[src/rtl/vga_text_mem_ctrl_pkg.sv]
// Shared geometry, command encodings and FSM states for the VGA text-memory port controller.
// Row-base arithmetic lives here so the top and the bench agree on one definition.
package vga_text_mem_ctrl_pkg;

  localparam int COLS  = 80;
  localparam int ROWS  = 25;
  localparam int CELLS = COLS * ROWS;
  localparam int AW    = 11;
  localparam int DW    = 16;
  localparam int RW    = 5;

  localparam logic [AW-1:0] COLS_A      = AW'(COLS);
  localparam logic [AW-1:0] LAST_CELL_A = AW'(CELLS - 1);
  localparam logic [AW-1:0] TAIL_A      = AW'(CELLS - COLS);
  localparam logic [AW-1:0] LAST_DST_A  = AW'(CELLS - COLS - 1);
  localparam logic [RW-1:0] ROWS_R      = RW'(ROWS);

  typedef enum logic [1:0] {
    OP_CLEAR    = 2'b00,
    OP_SCROLL   = 2'b01,
    OP_FILL_ROW = 2'b10,
    OP_RSVD     = 2'b11
  } op_e;

  typedef enum logic [2:0] {
    ST_IDLE,
    ST_SCR_RD,
    ST_SCR_WR,
    ST_FILL,
    ST_DONE
  } state_e;

  // row*COLS with COLS=80 as two shifts, so no multiplier is implied.
  function automatic logic [AW-1:0] row_base(input logic [RW-1:0] row);
    return (AW'(row) << 6) + (AW'(row) << 4);
  endfunction

endpackage

[src/rtl/vga_text_cell_walker.sv]
// Start/limit address walker with a registered last flag; used for fills and the scroll dst walk.
// Advances only when told to and never moves past the latched limit.
module vga_text_cell_walker
  import vga_text_mem_ctrl_pkg::*;
(
  input  logic          sys_clk,
  input  logic          sys_rst_n,
  input  logic          load,
  input  logic [AW-1:0] start_a,
  input  logic [AW-1:0] limit_a,
  input  logic          adv,
  output logic [AW-1:0] addr,
  output logic          last
);

  logic [AW-1:0] addr_q;
  logic [AW-1:0] limit_q;
  logic          last_q;
  logic [AW-1:0] addr_inc;

  assign addr_inc = addr_q + AW'(1);

  // NOTE: sequential state uses non-blocking assignments so every register
  // samples pre-edge values regardless of process evaluation order.
  always_ff @(posedge sys_clk or negedge sys_rst_n) begin
    if (!sys_rst_n) begin
      addr_q  <= '0;
      limit_q <= '0;
      last_q  <= 1'b0;
    end else if (load) begin
      addr_q  <= start_a;
      limit_q <= limit_a;
      last_q  <= (start_a == limit_a);
    end else if (adv && !last_q) begin
      addr_q  <= addr_inc;
      last_q  <= (addr_inc == limit_q);
    end
  end

  assign addr = addr_q;
  assign last = last_q;

endmodule

[src/rtl/vga_text_mem_ctrl.sv]
// VGA-side port owner for the 80x25 text memory: display fetch has absolute priority,
// the clear/scroll/fill engine uses whatever cycles the fetcher leaves idle.
module vga_text_mem_ctrl
  import vga_text_mem_ctrl_pkg::*;
(
  input  logic          sys_clk,
  input  logic          sys_rst_n,
  input  logic          fetch_req,
  input  logic [AW-1:0] fetch_a,
  output logic          fetch_valid,
  output logic [DW-1:0] fetch_dr,
  input  logic          cmd_valid,
  output logic          cmd_ready,
  input  logic [1:0]    cmd_op,
  input  logic [RW-1:0] cmd_row,
  input  logic [DW-1:0] cmd_fill,
  output logic          busy,
  output logic          done,
  output logic [AW-1:0] mem_a,
  output logic [DW-1:0] mem_dw,
  output logic          mem_we,
  input  logic [DW-1:0] mem_dr
);

  state_e        state_q, state_d;
  logic [DW-1:0] fill_q;
  logic [DW-1:0] hold_q;
  logic          rd_own_q, rd_own_d;
  logic          fetch_valid_q;

  logic          wk_load;
  logic [AW-1:0] wk_start;
  logic [AW-1:0] wk_limit;
  logic          wk_adv;
  logic [AW-1:0] wk_addr;
  logic          wk_last;
  logic [AW-1:0] row_start;

  assign row_start = row_base(cmd_row);

  vga_text_cell_walker u_walker (
    .sys_clk   (sys_clk),
    .sys_rst_n (sys_rst_n),
    .load      (wk_load),
    .start_a   (wk_start),
    .limit_a   (wk_limit),
    .adv       (wk_adv),
    .addr      (wk_addr),
    .last      (wk_last)
  );

  always_ff @(posedge sys_clk or negedge sys_rst_n) begin
    if (!sys_rst_n) begin
      state_q       <= ST_IDLE;
      fill_q        <= '0;
      hold_q        <= '0;
      rd_own_q      <= 1'b0;
      fetch_valid_q <= 1'b0;
    end else begin
      state_q       <= state_d;
      rd_own_q      <= rd_own_d;
      fetch_valid_q <= fetch_req;
      if (state_q == ST_IDLE && cmd_valid) fill_q <= cmd_fill;
      // Capture engine read data so a fetch that steals the write slot cannot lose it.
      if (rd_own_q) hold_q <= mem_dr;
    end
  end

  // NOTE: every signal driven here gets a default first, so no path through
  // the case statement can leave one unassigned and infer a latch.
  always_comb begin
    state_d  = state_q;
    mem_a    = fetch_a;
    mem_dw   = fill_q;
    mem_we   = 1'b0;
    rd_own_d = 1'b0;
    wk_load  = 1'b0;
    wk_start = '0;
    wk_limit = '0;
    wk_adv   = 1'b0;

    unique case (state_q)
      ST_IDLE: begin
        if (cmd_valid) begin
          unique case (op_e'(cmd_op))
            OP_CLEAR: begin
              wk_load  = 1'b1;
              wk_start = '0;
              wk_limit = LAST_CELL_A;
              state_d  = ST_FILL;
            end
            OP_SCROLL: begin
              wk_load  = 1'b1;
              wk_start = '0;
              wk_limit = LAST_DST_A;
              state_d  = ST_SCR_RD;
            end
            OP_FILL_ROW: begin
              if (cmd_row < ROWS_R) begin
                wk_load  = 1'b1;
                wk_start = row_start;
                wk_limit = row_start + (COLS_A - AW'(1));
                state_d  = ST_FILL;
              end else begin
                state_d  = ST_DONE;
              end
            end
            OP_RSVD: state_d = ST_DONE;
          endcase
        end
      end

      ST_SCR_RD: begin
        if (!fetch_req) begin
          mem_a    = wk_addr + COLS_A;
          rd_own_d = 1'b1;
          state_d  = ST_SCR_WR;
        end
      end

      ST_SCR_WR: begin
        if (!fetch_req) begin
          mem_a  = wk_addr;
          mem_we = 1'b1;
          mem_dw = rd_own_q ? mem_dr : hold_q;
          if (wk_last) begin
            wk_load  = 1'b1;
            wk_start = TAIL_A;
            wk_limit = LAST_CELL_A;
            state_d  = ST_FILL;
          end else begin
            wk_adv  = 1'b1;
            state_d = ST_SCR_RD;
          end
        end
      end

      ST_FILL: begin
        if (!fetch_req) begin
          mem_a  = wk_addr;
          mem_we = 1'b1;
          mem_dw = fill_q;
          if (wk_last) state_d = ST_DONE;
          else         wk_adv  = 1'b1;
        end
      end

      ST_DONE: state_d = ST_IDLE;

      default: state_d = ST_IDLE;
    endcase
  end

  assign cmd_ready   = (state_q == ST_IDLE);
  assign busy        = (state_q != ST_IDLE) && (state_q != ST_DONE);
  assign done        = (state_q == ST_DONE);
  assign fetch_valid = fetch_valid_q;
  assign fetch_dr    = fetch_valid_q ? mem_dr : '0;

endmodule

[config.mk]
export PLATFORM = sky130hd
export DESIGN_NAME = vga_text_mem_ctrl
export DESIGN_NICKNAME = d
export VERILOG_FILES = /design/src/rtl/vga_text_mem_ctrl_pkg.sv /design/src/rtl/vga_text_cell_walker.sv /design/src/rtl/vga_text_mem_ctrl.sv
export SDC_FILE = /design/constraint.sdc
export NUM_CORES = 1
export LEC_CHECK = 0
export ABC_AREA = 1
export CAP_MARGIN = 40
export CORE_UTILIZATION = 50
export CTS_BUF_LIST = sky130_fd_sc_hd__clkbuf_8
export CTS_CLUSTER_SIZE = 12
export DETAILED_ROUTE_END_ITERATION = 16
export MAX_ROUTING_LAYER = met4
export PLACE_DENSITY = 0.84
export SLEW_MARGIN = 25
export SYNTH_ARGS = -nofsm -noshare
export SYNTH_HDL_FRONTEND = slang
export SYNTH_HIERARCHICAL = 1
export SYNTH_SLANG_ARGS = --single-unit
[constraint.sdc]
create_clock -name sys_clk -period 6.1 [get_ports sys_clk]
set_input_delay 0.61 -clock sys_clk [delete_from_list [all_inputs] [get_ports sys_clk]]
set_output_delay 0.61 -clock sys_clk [all_outputs]
set_load 0.05 [all_outputs]
==> results.md <==
- Antenna diodes: 0
- Final cell count without fillers: 822
- Worst EP required: 5.49 ns
- RSZ-0062 raised after global routing: false
- Crit path DAT: 3.17 ns
- Most frequent cells in the layout: nand2_1 (270), clkdlybuf4s50_1 (100), inv_1 (79)
- Area Growth Syn to Fin: 32.3%
- H-tree depth: 3
- Cell Area, Synth: 4090 um^2
- Launch point of the worst path: fetch_req
- Post-CTS Setup Inserts: 0
- First-pass GRT wire length: 18700 um
- Most common cell after layout, fill and taps aside: nand2_1
- Register area share after synthesis: 36.7%
- Clock Latency Late Sink: 0.34 ns
- Pin count of the biggest net entering global routing: 61
- Status: completed
- CTS Buf Count: 9
- Placer Congestion: 0.885
- CP Class: input port to output pin
- WL final: 11400 um
- Die width: 92.5 um
- Residual DRC: 0
- Global Route Usage Sum: 28.6%
- DR WL met3: 769 um
- Worst slew margin: 51.5%
- Final Slew Violations: 0
- Fmax: 264 MHz
- Filler Cells Inserted: 659
- Fin Hold WS: 0.191 ns
- Root Buffer Master: clkbuf_8
- Resized cells post-CTS: 0
- Layout cells sized above 1: 8.06%
- Max VDD drop: 0.000217 V
- Largest family of logic cells by synthesized area: simple AND/OR/NAND/NOR gates
- Adder-Cell Fraction of Synth Area: 2.32%
- First drt pass iteration count: 4
- Pwr/cell area: 483 nW/um^2
- Dominant synthesized flop cell: dfrtp_1
- Ports: 102
- Final Util: 69.3%
- Post-synth EDFFs: 0
- Setup_tns: 0 ns
- Tightest Pin Transition: 0.727 ns
- Starting Density: 52.4%
- Clock sink count: 60
- Register bit total from synthesis: 60
- Syn Area/Cell: 6.72 um^2
- Synth Area in Compound Gates: 8.38%
- Simple-Gate Fraction of Synth Area: 36.9%
- Via Count: 4296
- Xor-xnor portion of the synthesized cell area: 1.50%
- Final hold violation count: 0
- Startpoint types: input port
- Leak pwr: 2.73 nW
- Met1 wire length: 4960 um
- Full die area: 8550 um^2
- Setup Viol. Count Final: 0
- Ys async rst share: 100%
- Grt ovf: 0
- Cells after Synth: 609
- Vias in the first global route: 4021
- Clock Path Buffers: 2
- DP HPWL: 8560 um
- DR WL/cell: 13.9 um
- Post-CTS Hold Buffers: 0
- Max-Cap Viols: 0
- Initial antenna violation count: 0
- Fin crit period: 3.78 ns
- PortBufs: 101
- Tcrit/Tclk final: 62.0%
- Critical Path Sink Type: output pin
- Die height: 92.5 um
- Site Rows: 32
- Post-synthesis mux area share: 4.40%
- Initial DRC count: 188
- Post-DR vias/cell: 5.23
- Min-delay worst type: input port to async pin
- Post-route ant nets: 0
- Layout Nets: 776
- Max Fanout on Critical Path: 13
- Placed cells: 805
- Launching point of the worst reg2reg path: state_q[0]
- CTS tree: yes
- Highest routed layer: met4
- Worst clock skew: 0.00919 ns
- Clk slew on worst S/H paths: 0.07 ns
- Met2 WL post-DR: 5460 um
- Core Region: 7810 um^2
- Synth warnings: 6
- Post-synthesis cell type count: 36
final cells by class:
class                      instances  area (um^2)  share of cell area, %
clock buffer                      11          151                   2.80
clock inverter                     5         51.3                  0.948
inverter                          83          312                   5.76
multi-input combinational        456         2210                   40.9
sequential                        60         1500                   27.7
tap                              102          128                   2.36
timing repair buffer             105         1060                   19.5
cells by family after synthesis:
logic type | count (synthesis)
DFF | 60
AOI/OAI and AO/OA | 53
adders and majority gates | 7
and+or+nand+nor | 367
buffers and inverters | 98
other | 1
xor gates and xnor gates | 7
muxes | 16
registers in the layout, summed over array words and instances, names as in the netlist:
signal / flops
fetch_valid: 1
u_walker/addr: 11
fill_q: 16
u_walker/limit_q: 11
u_walker/last: 1
hold_q: 16
state_q: 3
rd_own_q: 1
worst paths after layout:
check / cells past startpoint / end / slack, ns
worst max-delay path: 9 / mem_a[9] / 2.32
worst min-delay path: 2 / hold_q[3] / 0.19
worst max register to register: 14 / u_walker/addr[6] / 2.82
worst min register to register: 2 / fill_q[4] / 0.48
max in group asynchronous: 3 / u_walker/limit_q[5] / 5.42
min in group sys_clk: 2 / fill_q[4] / 0.48
worst max-delay path, cell delays in order:
cell and delay (ns):
clkdlybuf4s50_1 0.61, inv_1 0.27, nand2_1 0.10, o21ai_0 0.28, nand2_1 0.12, o21bai_1 0.15, nand3_1 0.08, nand3_1 0.11
clkdlybuf4s50_1 0.83
layer usage:
metal / vias to the layer above / global-route usage (%)
met2: 176 / 47.5
met3: 18 / 4.52
met5: - / -
li1: 2131 / -
met1: 1971 / 36.0
met4: 0 / 8.85
power breakdown:
group | internal [mW] | switching, mW | total (mW)
combinational | 0.522 | 1.02 | 1.54
clock | 0.208 | 0.159 | 0.367
sequential | 0.572 | 0.136 | 0.708
synthesized netlist by cell type, types with 2 or more instances:
| master | count | area [um^2] |
|---|---|---|
| nand2_1 | 270 | 1010 |
| inv_1 | 78 | 293 |
| dfrtp_1 | 60 | 1500 |
| nand3_1 | 40 | 200 |
| nor2_1 | 29 | 109 |
| o21ai_0 | 17 | 85.1 |
| mux2_2 | 16 | 180 |
| nand2_2 | 8 | 50.1 |
| o211ai_1 | 8 | 60.1 |
| o221ai_1 | 7 | 61.3 |
| a21oi_1 | 6 | 30.0 |
| clkbuf_1 | 6 | 22.5 |
| ha_1 | 6 | 75.1 |
| buf_2 | 5 | 25.0 |
| inv_2 | 5 | 18.8 |
| nor3_1 | 5 | 25.0 |
| o22ai_1 | 5 | 31.3 |
| nand4_1 | 4 | 25.0 |
| nor2_2 | 4 | 25.0 |
| xor2_1 | 4 | 35.0 |
| buf_4 | 3 | 22.5 |
| nor2_4 | 3 | 33.8 |
| o21ai_1 | 3 | 15.0 |
| xnor2_1 | 3 | 26.3 |
| o2111ai_1 | 2 | 17.5 |
| o21bai_1 | 2 | 15.0 |
per-stage QoR:
step	setup slack [ns]	power (mW)	instance area (um^2)
final	2.32	2.61	5410
after detailed placement	2.34	2.24	5180
after CTS	2.33	2.61	5390
after global placement	2.41	2.21	5180
after floorplan	3.56	1.78	4110
after global routing	2.13	2.80	5410
No activity file was read; power rests on OpenSTA's default activity.
